==> src/rtl/serial_adder_ctrl_pkg.sv <==
// Shared types and helpers for the bit-serial adder sequencer.
package serial_adder_ctrl_pkg;

    localparam int unsigned DEF_WIDTH = 8;

    // Encoding is fixed; the unused code 2'd3 falls back to IDLE in the FSM.
    typedef enum logic [1:0] {
        S_IDLE = 2'd0,
        S_RUN  = 2'd1,
        S_DONE = 2'd2
    } state_e;

    // Bit counter width: ceil(log2(w)), never narrower than one bit.
    function automatic int cnt_width(input int w);
        return (w > 1) ? $clog2(w) : 1;
    endfunction

endpackage

==> src/rtl/serial_adder_ctrl_full_adder.sv <==
// Single-bit full adder cell, time-shared by the serial adder sequencer.
module full_adder (
    input  logic A,
    input  logic B,
    input  logic C_in,
    output logic S_out,
    output logic C_out
);

    assign S_out = A ^ B ^ C_in;
    assign C_out = (A & B) | (C_in & (A ^ B));

endmodule

==> src/rtl/serial_adder_ctrl.sv <==
// Bit-serial adder: one full_adder cell iterated LSB first over WIDTH bits,
// with a carry flip-flop closing the loop and a start/done handshake.
module serial_adder_ctrl
    import serial_adder_ctrl_pkg::*;
#(
    parameter int unsigned WIDTH = DEF_WIDTH
) (
    input  logic             CLK,
    input  logic             RST,
    input  logic             start,
    input  logic [WIDTH-1:0] A,
    input  logic [WIDTH-1:0] B,
    input  logic             C_in,
    output logic             ready,
    output logic             busy,
    output logic             done,
    output logic [WIDTH-1:0] SUM,
    output logic             C_out,
    output logic             OVF
);

    localparam int unsigned      CNT_W    = unsigned'(cnt_width(int'(WIDTH)));
    localparam logic [CNT_W-1:0] CNT_LAST = CNT_W'(WIDTH - 1);

    state_e             state_q,  state_d;
    logic [WIDTH-1:0]   a_sh_q,   a_sh_d;
    logic [WIDTH-1:0]   b_sh_q,   b_sh_d;
    logic [WIDTH-1:0]   sum_sh_q, sum_sh_d;
    logic               cy_q,     cy_d;
    logic [CNT_W-1:0]   cnt_q,    cnt_d;
    logic [WIDTH-1:0]   sum_q,    sum_d;
    logic               c_out_q,  c_out_d;
    logic               ovf_q,    ovf_d;
    logic               ready_q,  ready_d;
    logic               busy_q,   busy_d;
    logic               done_q,   done_d;

    logic               cell_s;
    logic               cell_c;

    full_adder u_cell (
        .A     (a_sh_q[0]),
        .B     (b_sh_q[0]),
        .C_in  (cy_q),
        .S_out (cell_s),
        .C_out (cell_c)
    );

    // Next-state, datapath and handshake decode.
    always_comb begin
        state_d  = state_q;
        a_sh_d   = a_sh_q;
        b_sh_d   = b_sh_q;
        sum_sh_d = sum_sh_q;
        cy_d     = cy_q;
        cnt_d    = cnt_q;
        sum_d    = sum_q;
        c_out_d  = c_out_q;
        ovf_d    = ovf_q;

        case (state_q)
            S_IDLE: begin
                if (start) begin
                    a_sh_d  = A;
                    b_sh_d  = B;
                    cy_d    = C_in;
                    cnt_d   = '0;
                    state_d = S_RUN;
                end
            end
            S_RUN: begin
                cy_d                = cell_c;
                sum_sh_d            = sum_sh_q >> 1;
                sum_sh_d[WIDTH-1]   = cell_s;
                a_sh_d              = a_sh_q >> 1;
                b_sh_d              = b_sh_q >> 1;
                cnt_d               = cnt_q + CNT_W'(1);
                // On the MSB step cy_q is the carry into the MSB.
                if (cnt_q == CNT_LAST) begin
                    sum_d   = sum_sh_d;
                    c_out_d = cell_c;
                    ovf_d   = cy_q ^ cell_c;
                    state_d = S_DONE;
                end
            end
            S_DONE: begin
                state_d = S_IDLE;
            end
            default: begin
                state_d = S_IDLE;
            end
        endcase

        ready_d = (state_d == S_IDLE);
        busy_d  = (state_d == S_RUN) || (state_d == S_DONE);
        done_d  = (state_d == S_DONE);
    end

    // State and output registers; reset abandons any operation in flight.
    always_ff @(posedge CLK) begin
        if (RST) begin
            state_q  <= S_IDLE;
            a_sh_q   <= '0;
            b_sh_q   <= '0;
            sum_sh_q <= '0;
            cy_q     <= 1'b0;
            cnt_q    <= '0;
            sum_q    <= '0;
            c_out_q  <= 1'b0;
            ovf_q    <= 1'b0;
            ready_q  <= 1'b1;
            busy_q   <= 1'b0;
            done_q   <= 1'b0;
        end else begin
            state_q  <= state_d;
            a_sh_q   <= a_sh_d;
            b_sh_q   <= b_sh_d;
            sum_sh_q <= sum_sh_d;
            cy_q     <= cy_d;
            cnt_q    <= cnt_d;
            sum_q    <= sum_d;
            c_out_q  <= c_out_d;
            ovf_q    <= ovf_d;
            ready_q  <= ready_d;
            busy_q   <= busy_d;
            done_q   <= done_d;
        end
    end

    assign ready = ready_q;
    assign busy  = busy_q;
    assign done  = done_q;
    assign SUM   = sum_q;
    assign C_out = c_out_q;
    assign OVF   = ovf_q;

endmodule

==> config.mk <==
export PLATFORM = sky130hd
export DESIGN_NAME = serial_adder_ctrl
export DESIGN_NICKNAME = d
export VERILOG_FILES = /design/src/rtl/serial_adder_ctrl_pkg.sv /design/src/rtl/serial_adder_ctrl_full_adder.sv /design/src/rtl/serial_adder_ctrl.sv
export SDC_FILE = /design/constraint.sdc
export NUM_CORES = 1
export LEC_CHECK = 0
export CORE_ASPECT_RATIO = 0.7
export CORE_UTILIZATION = 50
export DETAILED_ROUTE_END_ITERATION = 8
export PLACE_DENSITY_LB_ADDON = 0.3
export SLEW_MARGIN = 20
export SYNTH_ARGS = -nofsm -noshare
export SYNTH_HDL_FRONTEND = slang
export SYNTH_SLANG_ARGS = --single-unit
==> constraint.sdc <==
create_clock -name CLK -period 2.9 [get_ports CLK]
set_clock_uncertainty 0.05 [all_clocks]
set_input_delay 0.58 -clock CLK [delete_from_list [all_inputs] [get_ports CLK]]
set_output_delay 0.58 -clock CLK [all_outputs]
set_load 0.02 [all_outputs]
==> tab_implementation.tex, run 1 <==
\begin{tabular}{lr}
\hline
Metric & Value \\
\hline
\multicolumn{2}{l}{\textbf{Floorplan}} \\
Die width & 71.2 um \\
Area inside the core boundary & 3170 um2 \\
Overall die area & 3590 um2 \\
Boundary pin count & 33 \\
Effective utilization at floorplan & 52.9\% \\
Y dimension of the die & 50.4 um \\
Number of standard-cell rows in the floorplan & 17 \\
\multicolumn{2}{l}{\textbf{Clock network}} \\
CTS clock-pin slew for the worst setup and hold paths & 0.08 ns \\
Later-pin clock latency in the skew report & 0.29 ns \\
Root Buffer & sky130\_fd\_sc\_hd\_\_clkbuf\_8 \\
Count of cells resized by post-cts repair & 0 \\
TritonCTS clock tree & yes \\
CTS H-tree depth & 2 \\
Number of buffers on the longest clock path & 2 \\
Buffers inserted during post-CTS setup optimization & 0 \\
Clock sink count & 42 \\
Number of buffers added by the clock tree synthesis step & 5 \\
Hold-fix buffers at CTS & 0 \\
\multicolumn{2}{l}{\textbf{Global route}} \\
Total track usage & 19.5\% \\
GRT Residual Overflow & 0 \\
Largest net degree at the start of global routing & 31 \\
Number of global-route vias before repair & 1,249 \\
Antenna violations before repair & 0 \\
Wire length of the first global-routing pass & 5.28 mm \\
\multicolumn{2}{l}{\textbf{Synth}} \\
Compound-cell area share of the yosys netlist & 14.8\% \\
Synth Warn \# & 0 \\
Most common library cells after synthesis & sky130\_fd\_sc\_hd\_\_dfxtp\_1 (42), sky130\_fd\_sc\_hd\_\_nand2\_1 (34), sky130\_fd\_sc\_hd\_\_nor2\_1 (23) \\
Synth Area in Adders & 4.18\% \\
Cell type with the largest total area after synthesis & sky130\_fd\_sc\_hd\_\_dfxtp\_1 \\
Asr flop ratio synth & 0\% \\
Average cell area after synthesis & 9.31 um2 \\
Syn\_nets & 205 \\
Most used standard cell by instance count after synthesis & sky130\_fd\_sc\_hd\_\_dfxtp\_1 \\
Number of enable-type register cells in the synthesized netlist & 0 \\
Area of the mapped netlist & 1680 um2 \\
Simple-gate area share of the yosys netlist & 15.6\% \\
Distinct cell type count after synthesis & 24 \\
Synth Instances & 180 \\
Xor-xnor portion of the synthesized cell area & 0.523\% \\
Number of synthesized register bits & 42 \\
Primary FF master, synth & sky130\_fd\_sc\_hd\_\_dfxtp\_1 \\
Main combinational cell family by area after synthesis & simple AND/OR/NAND/NOR gates \\
Portion of synthesized cell area occupied by the leading cell type & 50.2\% \\
Leading post-synthesis cells by cell area & sky130\_fd\_sc\_hd\_\_dfxtp\_1 (50\%), sky130\_fd\_sc\_hd\_\_mux2i\_1 (9.6\%), sky130\_fd\_sc\_hd\_\_nand2\_1 (7.6\%) \\
Sequential area share after synthesis & 50.2\% \\
Fraction of synthesized area in multiplexers & 9.56\% \\
\multicolumn{2}{l}{\textbf{Place}} \\
Dpl ws & 0.857 ns \\
Post-Place Cell Area & 1990 um2 \\
Detailed placer's ending HPWL & 2.25 mm \\
Routability Congestion & 0.740 \\
\# port buffers & 32 \\
\multicolumn{2}{l}{\textbf{Setup path}} \\
Cells along the critical path & ha\_1, ha\_1, nand3b\_1, inv\_1, ha\_1, nor2b\_1 \\
Cell count of the worst reg-to-reg path & 6 \\
Delay of the slowest cell on the worst path & 0.46 ns \\
Critical path class & reg -> reg \\
Crit. path cell count & 6 \\
Category of cells accounting for the largest share of critical-path delay & adder cells \\
Buffers and inverters on the worst path & 1 \\
Critical Path End Type & flop \\
Standard cell with the maximum stage delay on the critical path & sky130\_fd\_sc\_hd\_\_inv\_1 \\
Maximum net fanout on the critical path & 12 \\
Data required time of the critical path & 3.07 ns \\
Most used cell along the critical path & sky130\_fd\_sc\_hd\_\_ha\_1 \\
Arrival @ worst endpoint & 2.22 ns \\
Startpoint type of the worst setup path & flop \\
\multicolumn{2}{l}{\textbf{Drt}} \\
DRC Markers & 2 \\
Violation count after the first detailed-routing iteration & 55 \\
Antenna-violating nets left & 0 \\
Via count & 1,303 \\
Pre-antenna DRT Iters & 6 \\
Routed wire per std cell & 12.7 um \\
Vias per std cell & 5.23 \\
Wire length reported by the detailed router & 3.17 mm \\
\multicolumn{2}{l}{\textbf{Power}} \\
Combinational Power Share & 11.3\% \\
Switching pwr & 264 uW \\
Leakage & 0.000794 uW \\
Part of the total power dissipated in the clock network & 33.7\% \\
Cell-internal power & 860 uW \\
Peak supply drop & 0.000314 V \\
Power density cells & 540 nW/um2 \\
Sequential cell fraction of total power & 55.0\% \\
Switching Share & 23.5\% \\
\multicolumn{2}{l}{\textbf{Timing}} \\
Shortest period the worst path allows & 2.05 ns \\
Worst slew pin tran & 0.668 ns \\
Worst relative slew slack & 55.4\% \\
Setup TNS & 0 ns \\
Setup repair after global routing missed its margin & no \\
Pins Over Slew Limit & 0 \\
Hold Fails Final Rpt & 0 \\
Final number of setup-violating endpoints & 0 \\
Post-layout worst setup margin & 0.849 ns \\
Max Freq & 0.488 GHz \\
Final worst path period share & 70.7\% \\
\multicolumn{2}{l}{\textbf{Outcome}} \\
Outcome & finished, violations left \\
Failing checks & design-rule violations \\
\multicolumn{2}{l}{\textbf{Flow run}} \\
Count of maximum capacitance violations & 0 \\
\multicolumn{2}{l}{\textbf{Finish}} \\
Fill cell instance count of the final layout & 265 \\
Post-route cell area & 2080 um2 \\
Share of cells above drive strength 1 & 6.16\% \\
Count of nets after finishing & 235 \\
Area occupied by multi-input gates & 748 um2 \\
Combined flip-flop and latch cell area & 841 um2 \\
Area growth from synthesis to layout & 24.3\% \\
Antenna diode instance count & 0 \\
\multicolumn{2}{l}{\textbf{Hold path}} \\
Worst Hold Path Cells & 2 \\
Path class of the lowest-slack min-delay path & reg -> reg \\
\hline
\end{tabular}
## worst register-to-register path, stage by stage (launching register included)
cell and delay (ns):
sky130_fd_sc_hd__dfxtp_1 0.36, sky130_fd_sc_hd__ha_1 0.16, sky130_fd_sc_hd__ha_1 0.18, sky130_fd_sc_hd__nand3b_1 0.38
sky130_fd_sc_hd__inv_1 0.46, sky130_fd_sc_hd__ha_1 0.22, sky130_fd_sc_hd__nor2b_1 0.17
## kinds of logic (layout without fill, tap and decap cells)
kind of cell,Yosys count,in the layout
compound gates,38,38
xor+xnor,1,1
fa+ha+maj,5,5
buf+inv,14,45
flops,42,42
mux,16,16
simple gates,64,64
## layer usage
metal  up-vias  wire length (um)  track usage [%]
li1        672                 -                -
met1       598              1510             23.2
met2        25              1450             32.5
met3         8               138             5.02
met4         0                65             11.0
met5         -                 0                0
## power by group through the flow
stage / logic (uW) / registers, uW / clock network, uW
final: 127 / 618 / 379
after floorplan: 85.0 / 631 / 0
after global routing: 139 / 622 / 414
after global placement: 121 / 630 / 0
after detailed placement: 126 / 632 / 0
after CTS: 127 / 619 / 386
## path summary, 6_finish.rpt
kind         slack [ns]     end         from
max reg2reg        0.85    done     cnt_q[0]
min                0.41  SUM[0]  sum_sh_q[1]
min reg2reg        0.41  SUM[0]  sum_sh_q[1]
max                0.85    done     cnt_q[0]
## placed cells by master, fill, tap and decap left out, types with 3 or more instances in the layout
| master | Yosys | layout |
|---|---|---|
| sky130_fd_sc_hd__dfxtp_1 | 42 | 42 |
| sky130_fd_sc_hd__nand2_1 | 34 | 34 |
| sky130_fd_sc_hd__clkdlybuf4s50_1 | 0 | 32 |
| sky130_fd_sc_hd__nor2_1 | 23 | 23 |
| sky130_fd_sc_hd__mux2i_1 | 16 | 16 |
| sky130_fd_sc_hd__a211oi_1 | 16 | 16 |
| sky130_fd_sc_hd__a21oi_1 | 16 | 16 |
| sky130_fd_sc_hd__clkbuf_8 | 0 | 6 |
| sky130_fd_sc_hd__a22oi_1 | 4 | 4 |
| sky130_fd_sc_hd__ha_1 | 4 | 4 |
| sky130_fd_sc_hd__buf_4 | 1 | 4 |
| sky130_fd_sc_hd__nor2b_1 | 3 | 3 |
## per-stage QoR
step | total power, uW | hold slack [ns] | std cells | utilization, %
after floorplan | 716 | 0.382 | 180 | -
after global placement | 751 | 0.393 | 241 | 62.8
after detailed placement | 758 | 0.401 | 241 | 62.8
after CTS | 1130 | 0.411 | 249 | 65.7
after global routing | 1170 | 0.436 | 249 | 65.7
final | 1120 | 0.410 | 249 | 65.7
## area by class of cell
cell class              instances  area share, %
flip-flops and latches         42           40.4
multi-input cells             124           35.9
repair buffers                 36           16.8
clock buffers                   7           4.15
well taps                      38           2.28
clock inverters                 1          0.240
inverters                       1          0.180
## registers in the layout, indices dropped and copies added, names as in the netlist
name,cells
cy_q,1
OVF,1
sum_sh_q,7
state_q,2
ready,1
done,1
SUM,8
cnt_q,3
b_sh_q,8
a_sh_q,8
busy,1
C_out,1
No activity file was read; power rests on OpenSTA's default activity.
==> run 2: changes to the inputs <==
==> constraint.sdc (replaced) <==
create_clock -name CLK -period 2 [get_ports CLK]
set_clock_uncertainty 0.05 [all_clocks]
set_input_delay 0.4 -clock CLK [delete_from_list [all_inputs] [get_ports CLK]]
set_output_delay 0.4 -clock CLK [all_outputs]
set_load 0.02 [all_outputs]
==> tab_implementation.tex, run 2 (same netlist as run 1, synthesis figures left out) <==
\begin{tabular}{lr}
\hline
Metric & Value \\
\hline
\multicolumn{2}{l}{\textbf{Clock network}} \\
Buffers inserted during post-CTS setup optimization & 0 (unchanged) \\
CTS H-tree depth & 2 (unchanged) \\
Later-pin clock latency in the skew report & 0.29 ns (about the same) \\
Hold-fix buffers at CTS & 0 (unchanged) \\
Clock sink count & 42 (unchanged) \\
CTS clock-pin slew for the worst setup and hold paths & 0.07 ns (about the same) \\
Number of buffers added by the clock tree synthesis step & 5 (unchanged) \\
TritonCTS clock tree & yes \\
Root Buffer & sky130\_fd\_sc\_hd\_\_clkbuf\_8 \\
Number of buffers on the longest clock path & 2 (unchanged) \\
Count of cells resized by post-cts repair & 0 (unchanged) \\
\multicolumn{2}{l}{\textbf{Setup path}} \\
Arrival @ worst endpoint & 1.91 ns (-0.31 ns) \\
Data required time of the critical path & 2.12 ns (-0.95 ns) \\
Reg2Reg Launch Point & cnt\_q[0] \\
Maximum net fanout on the critical path & 12 (unchanged) \\
Startpoint type of the worst setup path & flop \\
Critical Path End Type & flop \\
Cell count of the worst reg-to-reg path & 6 (unchanged) \\
Critical path class & reg -> reg \\
Slack of the worst reg-to-reg path & 0.21 ns (-0.64 ns) \\
Reg-to-Reg End & done \\
\multicolumn{2}{l}{\textbf{Place}} \\
Routability Congestion & 0.790 (+6.8\%) \\
Post-Place Cell Area & 2010 um2 (+0.75\%) \\
\# port buffers & 32 (unchanged) \\
Number of placed instances with taps included & 243 (+0.83\%) \\
Detailed placer's ending HPWL & 2.36 mm (+5.0\%) \\
\multicolumn{2}{l}{\textbf{Drt}} \\
Antenna-violating nets left & 0 (unchanged) \\
DRC Markers & 2 (unchanged) \\
Violation count after the first detailed-routing iteration & 76 (+38\%) \\
Pre-antenna DRT Iters & 6 (unchanged) \\
Via count & 1,334 (+2.4\%) \\
Routed wire per std cell & 13.0 um (+1.7\%) \\
Vias per std cell & 5.31 (+1.6\%) \\
Wire length reported by the detailed router & 3.25 mm (+2.5\%) \\
\multicolumn{2}{l}{\textbf{Power}} \\
Power, Total & 1630 uW (+45\%) \\
Power density cells & 779 nW/um2 (+44\%) \\
Peak supply drop & 0.000396 V (+26\%) \\
Leakage & 0.000803 uW (+1.1\%) \\
\multicolumn{2}{l}{\textbf{Finish}} \\
Post-route cell area & 2100 um2 (+0.72\%) \\
Area growth from synthesis to layout & 25.2\% \\
Commonest non-fill, non-tap cells in the layout & sky130\_fd\_sc\_hd\_\_dfxtp\_1 (42), sky130\_fd\_sc\_hd\_\_nand2\_1 (34), sky130\_fd\_sc\_hd\_\_clkdlybuf4s50\_1 (32) \\
Share of cells above drive strength 1 & 7.04\% (+0.88 points) \\
Fill cell instance count of the final layout & 251 (-5.3\%) \\
Layout Cells excl Fill & 251 (+0.80\%) \\
Commonest non-fill, non-tap cell in the layout & sky130\_fd\_sc\_hd\_\_dfxtp\_1 \\
Post-layout utilization of the core & 66.2\% (+0.47 points) \\
Antenna diode instance count & 0 (unchanged) \\
Count of nets after finishing & 237 (+0.85\%) \\
\multicolumn{2}{l}{\textbf{Timing}} \\
Shortest period the worst path allows & 1.79 ns (-0.263 ns) \\
Worst slew pin tran & 0.672 ns (+0.00471 ns) \\
Setup TNS & 0 ns (unchanged) \\
Worst relative slew slack & 55.1\% (-0.31 points) \\
Final worst path period share & 89.4\% (+19 points) \\
Pins Over Slew Limit & 0 (unchanged) \\
Final number of setup-violating endpoints & 0 (unchanged) \\
Hold Fails Final Rpt & 0 (unchanged) \\
Setup repair after global routing missed its margin & no \\
Max Freq & 0.559 GHz (+15\%) \\
\multicolumn{2}{l}{\textbf{Floorplan}} \\
Y dimension of the die & 50.4 um (unchanged) \\
Effective utilization at floorplan & 52.9\% (unchanged) \\
Overall die area & 3590 um2 (unchanged) \\
Number of standard-cell rows in the floorplan & 17 (unchanged) \\
Boundary pin count & 33 (unchanged) \\
Area inside the core boundary & 3170 um2 (unchanged) \\
Die width & 71.2 um (unchanged) \\
\multicolumn{2}{l}{\textbf{Hold path}} \\
Path class of the lowest-slack min-delay path & reg -> reg \\
Worst hold path endpoint & SUM[0] \\
Worst Hold Path Cells & 2 (unchanged) \\
Source of the worst hold timing path & sum\_sh\_q[1] \\
\multicolumn{2}{l}{\textbf{Outcome}} \\
Failing checks & design-rule violations \\
Outcome & finished, violations left \\
\multicolumn{2}{l}{\textbf{Global route}} \\
Wire length of the first global-routing pass & 5.45 mm (+3.3\%) \\
Antenna violations before repair & 0 (unchanged) \\
Total track usage & 20.3\% (+0.76 points) \\
Largest net degree at the start of global routing & 31 (unchanged) \\
Number of global-route vias before repair & 1,238 (-0.88\%) \\
GRT Residual Overflow & 0 (unchanged) \\
\multicolumn{2}{l}{\textbf{Flow run}} \\
Count of maximum capacitance violations & 0 (unchanged) \\
\hline
\end{tabular}
## run 2: cell count changes in the layout (fill, tap and decap cells not counted), sizes merged
cell / delta
buf: +2
## run 2: final cells by class
cell class	count	area, um2	share of cell area (%)
clock buffers	7	86.3	4.12
clock inverters	1	5.00	0.239
inverters	1	3.75	0.179
multi-input cells	124	748	35.7
flip-flops and latches	42	841	40.1
well taps	38	47.5	2.27
repair buffers	38	365	17.4
## run 2: worst max-delay path, cell delays in order (launching register included)
cell and delay [ns]:
sky130_fd_sc_hd__dfxtp_1 0.33, sky130_fd_sc_hd__ha_1 0.20, sky130_fd_sc_hd__ha_1 0.21, sky130_fd_sc_hd__nand3b_1 0.26, sky130_fd_sc_hd__inv_1 0.26, sky130_fd_sc_hd__ha_1 0.24
sky130_fd_sc_hd__nor2b_1 0.12
## run 2: per-stage QoR
stage	hold WS (ns)	setup slack [ns]
2_1_floorplan	0.382	0.512
3_3_place_gp	0.392	0.235
3_5_place_dp	0.399	0.204
4_1_cts	0.410	0.207
5_1_grt	0.427	0.0805
6_report	0.404	0.212
## run 2: worst max-delay path by stage
stage / start / slack [ns] / cells past startpoint / endpoint
after global routing: cnt_q[0] / 0.08 / 6 / done
after floorplan: cnt_q[0] / 0.51 / 6 / ready
after CTS: cnt_q[0] / 0.21 / 6 / done
final: cnt_q[0] / 0.21 / 6 / done
after global placement: start / 0.24 / 5 / ready
after detailed placement: start / 0.20 / 5 / b_sh_q[1]
## run 2: routing by layer
| metal | GRT usage, % | up-vias | share of wire, % |
|---|---|---|---|
| li1 | - | 672 | - |
| met2 | 34.1 | 30 | 47 |
| met4 | 10.0 | 0 | 1.8 |
| met1 | 24.0 | 626 | 46 |
| met3 | 5.82 | 6 | 5.1 |
| met5 | 0 | - | 0 |
## run 2: where the power goes
part	internal (uW)	switching [uW]	leakage, uW
clock	278	274	0.0000482
combinational	96.2	85.0	0.000411
sequential	874	26.3	0.000344
